## config.mk

```make
export PLATFORM = sky130hd
export DESIGN_NAME = pmod_da4_dac_spi_ctrl_flat
export DESIGN_NICKNAME = d
export VERILOG_FILES = /design/src/rtl/pmod_da4_dac_spi_ctrl_if.sv /design/src/rtl/pmod_da4_dac_spi_ctrl.sv /design/src/flat_wrapper.sv
export SDC_FILE = /design/constraint.sdc
export NUM_CORES = 1
export LEC_CHECK = 0
export BUFFER_PORTS_ARGS = -buffer_cell sky130_fd_sc_hd__clkbuf_2
export CAP_MARGIN = 20
export CORE_MARGIN = 2
export CORE_UTILIZATION = 52
export DETAILED_ROUTE_END_ITERATION = 8
export PLACE_DENSITY = 0.75
export SLEW_MARGIN = 15
export SYNTH_ARGS = -nofsm -noshare
export SYNTH_HDL_FRONTEND = slang
export SYNTH_SLANG_ARGS = --single-unit
```

## constraint.sdc

```tcl
create_clock -name clk100mhz -period 1.9 [get_ports clk100mhz]
set_input_delay 0.19 -clock clk100mhz [delete_from_list [all_inputs] [get_ports clk100mhz]]
set_output_delay 0.19 -clock clk100mhz [all_outputs]
set_load 0.02 [all_outputs]
```

## src/rtl/pmod_da4_dac_spi_ctrl_if.sv

```systemverilog
// Request/response side of the PMOD DA4 controller: user logic is the master,
// the SPI controller is the slave.
interface pmod_da4_dac_spi_ctrl_if #(
    parameter int DATA_W = 12
);
    logic              st_wrt;
    logic              ready;
    logic [2:0]        ch_sel;
    logic              all_ch;
    logic [1:0]        mode;
    logic [DATA_W-1:0] data_in;
    logic              done;

    modport master (
        output st_wrt, ch_sel, all_ch, mode, data_in,
        input  ready, done
    );

    modport slave (
        input  st_wrt, ch_sel, all_ch, mode, data_in,
        output ready, done
    );
endinterface

```

## src/rtl/pmod_da4_dac_spi_ctrl.sv

```systemverilog
// SPI master for the PMOD DA4 (AD56x8): 32-bit write frames with addressing,
// broadcast, update command select and an optional internal-reference init frame.
module pmod_da4_dac_spi_ctrl #(
    parameter int CLK_DIV  = 5,
    parameter int DATA_W   = 12,
    parameter int NUM_CH   = 8,
    parameter int INIT_REF = 1,
    parameter int CS_GAP   = 2
) (
    input  logic                     clk100mhz,
    input  logic                     rst_n,
    pmod_da4_dac_spi_ctrl_if.slave   req,
    output logic                     cs,
    output logic                     sclk,
    output logic                     mosi
);
    localparam int DIV_W = (CLK_DIV > 1) ? $clog2(CLK_DIV) : 1;
    localparam int GAP_W = (CS_GAP > 1) ? $clog2(CS_GAP) : 1;
    localparam logic [31:0] INIT_FRAME = 32'h0800_0001;

    typedef enum logic [1:0] {ST_INIT, ST_IDLE, ST_SHIFT, ST_GAP} state_t;

    state_t             state_reg, state_next;
    logic [31:0]        shift_reg, shift_next;
    logic [DIV_W-1:0]   div_reg, div_next;
    logic [5:0]         edge_reg, edge_next;
    logic [GAP_W-1:0]   gap_reg, gap_next;
    logic               cs_reg, cs_next;
    logic               sclk_reg, sclk_next;
    logic               mosi_reg, mosi_next;
    logic               done_reg, done_next;
    logic               init_reg, init_next;

    logic [3:0]         cmd;
    logic [3:0]         addr;
    logic [31:0]        frame;
    logic               ch_bad;

    always_ff @(posedge clk100mhz or negedge rst_n) begin
        if (!rst_n) begin
            state_reg <= ST_INIT;
            shift_reg <= '0;
            div_reg   <= '0;
            edge_reg  <= '0;
            gap_reg   <= '0;
            cs_reg    <= 1'b1;
            sclk_reg  <= 1'b1;
            mosi_reg  <= 1'b0;
            done_reg  <= 1'b0;
            init_reg  <= 1'b0;
        end else begin
            state_reg <= state_next;
            shift_reg <= shift_next;
            div_reg   <= div_next;
            edge_reg  <= edge_next;
            gap_reg   <= gap_next;
            cs_reg    <= cs_next;
            sclk_reg  <= sclk_next;
            mosi_reg  <= mosi_next;
            done_reg  <= done_next;
            init_reg  <= init_next;
        end
    end

    always_comb begin
        state_next = state_reg;
        shift_next = shift_reg;
        div_next   = div_reg;
        edge_next  = edge_reg;
        gap_next   = gap_reg;
        cs_next    = cs_reg;
        sclk_next  = sclk_reg;
        mosi_next  = mosi_reg;
        done_next  = 1'b0;
        init_next  = init_reg;

        case (req.mode)
            2'b00:   cmd = 4'b0000;
            2'b10:   cmd = 4'b0010;
            default: cmd = 4'b0011;
        endcase
        addr   = req.all_ch ? 4'hF : {1'b0, req.ch_sel};
        frame  = {4'b0000, cmd, addr, req.data_in, {(20-DATA_W){1'b0}}};
        ch_bad = !req.all_ch && ({1'b0, req.ch_sel} >= 4'(NUM_CH));

        case (state_reg)
            ST_INIT: begin
                div_next  = '0;
                edge_next = '0;
                if (INIT_REF != 0) begin
                    shift_next = {INIT_FRAME[30:0], 1'b0};
                    mosi_next  = INIT_FRAME[31];
                    cs_next    = 1'b0;
                    init_next  = 1'b1;
                    state_next = ST_SHIFT;
                end else begin
                    state_next = ST_IDLE;
                end
            end
            ST_IDLE: begin
                if (req.st_wrt) begin
                    init_next = 1'b0;
                    div_next  = '0;
                    edge_next = '0;
                    gap_next  = '0;
                    // Out-of-range channel: keep cs high, just pace the handshake
                    if (ch_bad) begin
                        state_next = ST_GAP;
                    end else begin
                        shift_next = {frame[30:0], 1'b0};
                        mosi_next  = frame[31];
                        cs_next    = 1'b0;
                        state_next = ST_SHIFT;
                    end
                end
            end
            ST_SHIFT: begin
                if (div_reg == DIV_W'(CLK_DIV - 1)) begin
                    div_next  = '0;
                    sclk_next = ~sclk_reg;
                    edge_next = edge_reg + 6'd1;
                    // Data advances on the rising edge so it is stable at each fall
                    if (!sclk_reg) begin
                        mosi_next  = shift_reg[31];
                        shift_next = {shift_reg[30:0], 1'b0};
                        if (edge_reg == 6'd63) begin
                            cs_next    = 1'b1;
                            mosi_next  = 1'b0;
                            gap_next   = '0;
                            state_next = ST_GAP;
                        end
                    end
                end else begin
                    div_next = div_reg + 1'b1;
                end
            end
            ST_GAP: begin
                if (gap_reg == GAP_W'(CS_GAP - 1)) begin
                    done_next  = !init_reg;
                    init_next  = 1'b0;
                    state_next = ST_IDLE;
                end else begin
                    gap_next = gap_reg + 1'b1;
                end
            end
            default: state_next = ST_INIT;
        endcase
    end

    assign req.ready = (state_reg == ST_IDLE);
    assign req.done  = done_reg;
    assign cs        = cs_reg;
    assign sclk      = sclk_reg;
    assign mosi      = mosi_reg;
endmodule

```

## src/flat_wrapper.sv

```systemverilog
// flat-port wrapper written by rule: the top's interface ports become plain ports
module pmod_da4_dac_spi_ctrl_flat 
#(
    parameter int CLK_DIV  = 5,
    parameter int DATA_W   = 12,
    parameter int NUM_CH   = 8,
    parameter int INIT_REF = 1,
    parameter int CS_GAP   = 2
)
  (clk100mhz, rst_n, cs, sclk, mosi, req_st_wrt, req_ch_sel, req_all_ch, req_mode, req_data_in, req_ready, req_done);
  pmod_da4_dac_spi_ctrl_if #(.DATA_W(DATA_W)) req_i ();
  input  logic clk100mhz;
  input  logic rst_n;
  output logic cs;
  output logic sclk;
  output logic mosi;
  input wire logic [$bits(req_i.st_wrt)-1:0] req_st_wrt;
  input wire logic [$bits(req_i.ch_sel)-1:0] req_ch_sel;
  input wire logic [$bits(req_i.all_ch)-1:0] req_all_ch;
  input wire logic [$bits(req_i.mode)-1:0] req_mode;
  input wire logic [$bits(req_i.data_in)-1:0] req_data_in;
  output wire logic [$bits(req_i.ready)-1:0] req_ready;
  output wire logic [$bits(req_i.done)-1:0] req_done;
  assign req_i.st_wrt = req_st_wrt;
  assign req_i.ch_sel = req_ch_sel;
  assign req_i.all_ch = req_all_ch;
  assign req_i.mode = req_mode;
  assign req_i.data_in = req_data_in;
  assign req_ready = req_i.ready;
  assign req_done = req_i.done;
  pmod_da4_dac_spi_ctrl #(.CLK_DIV(CLK_DIV), .DATA_W(DATA_W), .NUM_CH(NUM_CH), .INIT_REF(INIT_REF), .CS_GAP(CS_GAP)) u_core (.clk100mhz(clk100mhz), .rst_n(rst_n), .req(req_i), .cs(cs), .sclk(sclk), .mosi(mosi));
endmodule
```

# After elaboration in Yosys (flattened, before gate mapping)
# Cells that the tools add are included.
dict set report word_totals {
  ff_bits 49
  output_inout_bits 5
  inputBits 21
}
dict set report op_classes {
  bitwise 1
  reduce_logical 14
  n_addsub 3
  eq_ne 11
  n_mux 36
}
# operator count
set op_table {}
lappend op_table {{2-to-1 mux 32 bit} 3}
lappend op_table {{case mux 32 bit (3 select lines)} 1}
lappend op_table {{case mux 6 bit (3 select lines)} 1}
lappend op_table {{AND reduction 5 bit} 3}
lappend op_table {{2-to-1 mux 1 bit} 14}
lappend op_table {{2-to-1 mux 6 bit} 2}
lappend op_table {{case mux 1 bit (3 select lines)} 4}
lappend op_table {{2-to-1 mux 2 bit} 5}
lappend op_table {{case mux 3 bit (3 select lines)} 1}
lappend op_table {{nonzero test 3 bit} 3}
lappend op_table {{case mux 2 bit (4 select lines)} 1}
lappend op_table {{adder 6 x 1 -> 6 bit, second input constant} 1}
lappend op_table {{== test 2 bit, second input constant} 3}
lappend op_table {{== test 6 bit, second input constant} 1}
lappend op_table {{2-to-1 mux 3 bit} 2}
lappend op_table {{inequality test 2 x 1 -> 1 bit, second input constant} 3}
lappend op_table {{AND reduction 3 bit} 2}
lappend op_table {{zero test 2 bit} 2}
lappend op_table {{2-to-1 mux 4 bit} 1}
lappend op_table {{inequality test 2 bit, second input constant} 2}
lappend op_table {{case mux 2 bit (2 select lines)} 1}
lappend op_table {{AND reduction 2 bit} 2}
lappend op_table {{AND reduction 4 bit} 1}
lappend op_table {{adder 3 x 1 -> 3 bit, second input constant} 1}
lappend op_table {{5 further kinds} 5}

# Depth between registers and ports, before layout
dict set report logic_depth {
  ltp_word 5
  mapped_depth 8
  mapped_depth_nobuf 6
}

# Worst setup path before layout
# No wires, ideal clock.
dict set report synth_path {
  path_kind {register to register}
  from {register u_core.state_reg[1]}
  to {register u_core.edge_reg[5]}
  setup_slack_ns -0.161
  period_less_slack_ns 2.061
  arrival_ns 1.984
  stages_incl_launch_ff 8
  cell_sequence {dfrtp_1 inv_1 ha_1 nor2b_1 buf_6 or4_4 or3_1 a21oi_1}
}
dict set report synth_via {
  elab_chain_len 3
  word_cells_on_any_way 8
  cone_classes {eq/ne (4); mux (1); reduce/logical (3)}
}
# element line
set synth_rtl {}
lappend synth_rtl {{start, declared} pmod_da4_dac_spi_ctrl.sv:23} ;# state_t state_reg, state_next;
lappend synth_rtl {{start signal, assigned} pmod_da4_dac_spi_ctrl.sv:52} ;# state_reg <= state_next;
lappend synth_rtl {{== test 2 x 1 -> 1 bit *} n/a}
lappend synth_rtl {{via req_ready} flat_wrapper.sv:22} ;# output wire logic [$bits(req_i.ready)-1:0] req_ready;
lappend synth_rtl {{inequality test 2 bit (no line) / nonzero test 3 bit (equally long branches)} n/a}
lappend synth_rtl {{AND reduction 3 bit (no line)} n/a}
lappend synth_rtl {{end signal, assigned} pmod_da4_dac_spi_ctrl.sv:55} ;# edge_reg <= edge_next;
lappend synth_rtl {{end, declared} pmod_da4_dac_spi_ctrl.sv:26} ;# logic [5:0] edge_reg, edge_next;
# The timed path passes the listed nets; every way through them passes the cells marked *.
# A chain may end at the register's enable or synchronous reset.

# Worst setup path after layout
dict set report layout_path {
  from {register u_core.state_reg[1]}
  to {register u_core.edge_reg[5]}
}
dict set report layout_via {
  elab_chain_len 3
  word_cells_on_any_way 8
  cone_classes {eq/ne (4); mux (1); reduce/logical (3)}
}
# element line
set layout_rtl {}
lappend layout_rtl {{== test 2 bit, or another cell as far along} pmod_da4_dac_spi_ctrl.sv:86} ;# case (state_reg)
lappend layout_rtl {{inequality test 2 x 1 -> 1 bit (no line), or another cell as far along} n/a}
lappend layout_rtl {{AND reduction 3 bit (no line)} n/a}
# Parallel ways exist; a longest one is shown, timed or not.

==> impl_metrics.toml <==
[run_status]
outcome = "completed"

[cells_and_area]
fin_nets = 326
drive_gt1_share_pct = 19.1
diodes = 0
area_delta_synth_final_pct = 15.8
stdcell_count = 350
fill_cells = 369
largest_reg_flops = 31
utilization_pct = 63.3

[timing]
worst_slew_pin_slew_ps = 559
holdWs_ps = 253
max_freq_mhz = 558
layout_min_cycle_time_ps = 1790
timing.final.ws_setup_ps = 109
fin_tns_setup_ps = 0
finalMaxSlewViolations = 0
fin_crit_sh_pct = 94.3
setup_violations = 0
maxSlewHeadroom_pct = 62.8
rsz0062_at_grt = "false"
finalClockSkew_ps = 6.78
hold_violations = 0

[cts]
cts_made_buffers = 5
clock_path_buffers = 2
path_clk_slew_ps = 90
clk_latency_ps = 300
cts.sinks = 48
post_cts_buffers = 0
cts_tree = "done"
htree_levels = 2
root_buffer = "clkbuf_8"

[synthesis]
synth.avg_cell_area_sq_um = 9.02
ys_types = 37
yosysTopAreaCellShare_pct = 48.0
ys_warn_count = 0
synthesis.instances = 266
synth-seq-cells = 48
synth_ff_type = "dfrtp_1"
syn_nets = 295
synth_top_area_cell = "dfrtp_1"
seq_area_frac_synth_pct = 50.2
syn_area_sq_um = 2400
yosys-top-cells-area = "dfrtp_1, nand2_1, o21ai_0"
synth_edf_count = 0
synthArstFlopShare_pct = 100

[detailed_routing]
vias_per_cell = 5.67
vias = 1984
drtPass1Iterations = 4
wirelength_um = 4810
drtIter0Drc = 168
drcViolationCount = 0
wl_per_cell_um = 13.7
ant_nets = 0

[pwr]
ir_drop_mv = 0.368
power-per-cell-area_nw_per_um2 = 612
leakagePower_nw = 1.29

[hold_path]
min_to = "u_core.shift_reg[28]$_DFFE_PN0P_"
holdPathStages = 4
min_from = "req_st_wrt"
hold_path_class = "input pin to flip-flop"

[global_routing]
grt_pass1_wl_um = 8840
grt_pass1_vias = 1910
grt_max_degree = 41
overflow = 0
grt_use_total_pct = 21.7
antenna_found_initial = 0

[setup_path]
crit_type = "flip-flop to flip-flop"
crit_arrival_ps = 2030
setup.worst_path.end_class = "flip-flop"
cp_max_fo = 4
rr_endpoint = "u_core.edge_reg[5]$_DFFE_PN0P_"
reg2reg_slack_ps = 110
start_kind = "flip-flop"
crit_start = "u_core.state_reg[1]$_DFFE_PN0P_"
r2r_start = "u_core.state_reg[1]$_DFFE_PN0P_"
cp_data_required_time_ps = 2140
reg2reg_depth = 6

[die]
dieArea_sq_um = 5170
core.rowCount = 24
die_w_um = 71.9
core-area_sq_um = 4380
start_util_pct = 54.7
ios = 26
die_y_um = 71.9

[placed_design]
dpl.cell_count = 341
dp_hpwl_um = 3280
pre_cts_ws_ps = 34.0
io_buffers = 25
place_congestion = 0.810

[job]
drv_cap = 0
==> timing repair <==
item / CTS / global route
resized for setup: 0 / 3
hold buffers: 1 / 0
endpoints found under the hold margin: 20 / 0
endpoints found under the setup margin: 0 / 5
==> cell type report <==
class / instances / area, sq um / share of cell area [%]
clock buffers: 6 / 82.6 / 2.97
multi-input cells: 194 / 1110 / 40.2
well taps: 52 / 65.1 / 2.34
clock inverters: 2 / 10.0 / 0.361
flip-flops and latches: 48 / 1200 / 43.4
repair buffers: 41 / 273 / 9.82
inverters: 7 / 26.3 / 0.946
==> through the flow <==
| stage | cell area [sq um] | power, mW |
|---|---|---|
| 6_report | 2780 | 1.70 |
| 4_1_cts | 2770 | 1.73 |
| 2_1_floorplan | 2410 | 1.04 |
| 5_1_grt | 2780 | 1.76 |
| 3_5_place_dp | 2670 | 1.09 |
| 3_3_place_gp | 2670 | 1.09 |
==> how the worst max path moves through the flow <==
stage	slack, ps	to	cells after the start
2_1_floorplan	20	u_core.edge_reg[5]$_DFFE_PN0P_	7
3_3_place_gp	80	u_core.edge_reg[5]$_DFFE_PN0P_	6
6_report	110	u_core.edge_reg[5]$_DFFE_PN0P_	6
5_1_grt	2	u_core.shift_reg[12]$_DFFE_PN0P_	8
4_1_cts	10	u_core.edge_reg[5]$_DFFE_PN0P_	6
3_5_place_dp	30	u_core.edge_reg[5]$_DFFE_PN0P_	6
==> cells by family after synthesis <==
logic type | count (synthesis) | synth area share (%)
AND/OR/NAND/NOR | 103 | 18.8
AO/OA/AOI/OAI | 76 | 20.1
flip-flops | 48 | 50.2
buffers and inverters | 24 | 4.07
adder cells (fa/ha/maj) | 8 | 4.17
XOR/XNOR | 5 | 1.83
multiplexers | 2 | 0.835
==> Yosys cell counts (all sizes together), types with 2 or more instances <==
| master | count |
|---|---|
| mux2i | 2 |
| nor4 | 2 |
| clkbuf | 15 |
| o21ai | 41 |
| nor3 | 4 |
| inv | 7 |
| o31ai | 2 |
| a21oi | 2 |
| a22o | 14 |
| or4 | 2 |
| a22oi | 11 |
| ha | 8 |
| nand3 | 11 |
| dfrtp | 46 |
| buf | 2 |
| xnor2 | 4 |
| nand2 | 66 |
| dfstp | 2 |
| nor2 | 9 |
==> cell usage in the layout, fill, tap and decap left out, drive strengths merged, types with 2 or more instances in the layout <==
| cell type | n |
|---|---|
| dfrtp | 46 |
| xnor2 | 4 |
| buf | 15 |
| nor3 | 4 |
| mux2i | 2 |
| nor2 | 9 |
| nor4 | 2 |
| a22oi | 11 |
| o31ai | 2 |
| a22o | 14 |
| nand2 | 66 |
| nand3 | 11 |
| ha | 8 |
| a21oi | 2 |
| clkbuf | 31 |
| o21ai | 41 |
| dfstp | 2 |
| or4 | 2 |
| inv | 7 |
| clkinv | 2 |
==> worst max-delay path, stage by stage, from the launching register on <==
cell	delay (ps)
dfrtp_1	420
inv_2	80
ha_4	160
nor2b_1	140
or4_4	500
or3_1	310
a21oi_1	120
==> power breakdown <==
group	switching [mW]	total, mW	internal (mW)
Combinational	0.0270	0.0476	0.0206
Sequential	0	1.02	1.02
Clock	0.339	0.630	0.291
==> metal layers <==
layer	part of all wire [%]	wire length (um)	track usage [%]
met4	1.1	53	7.76
met3	4.7	225	4.72
met5	0	0	0
met2	46	2230	33.2
met1	48	2300	30.6
(Power assumes the default switching activity.)
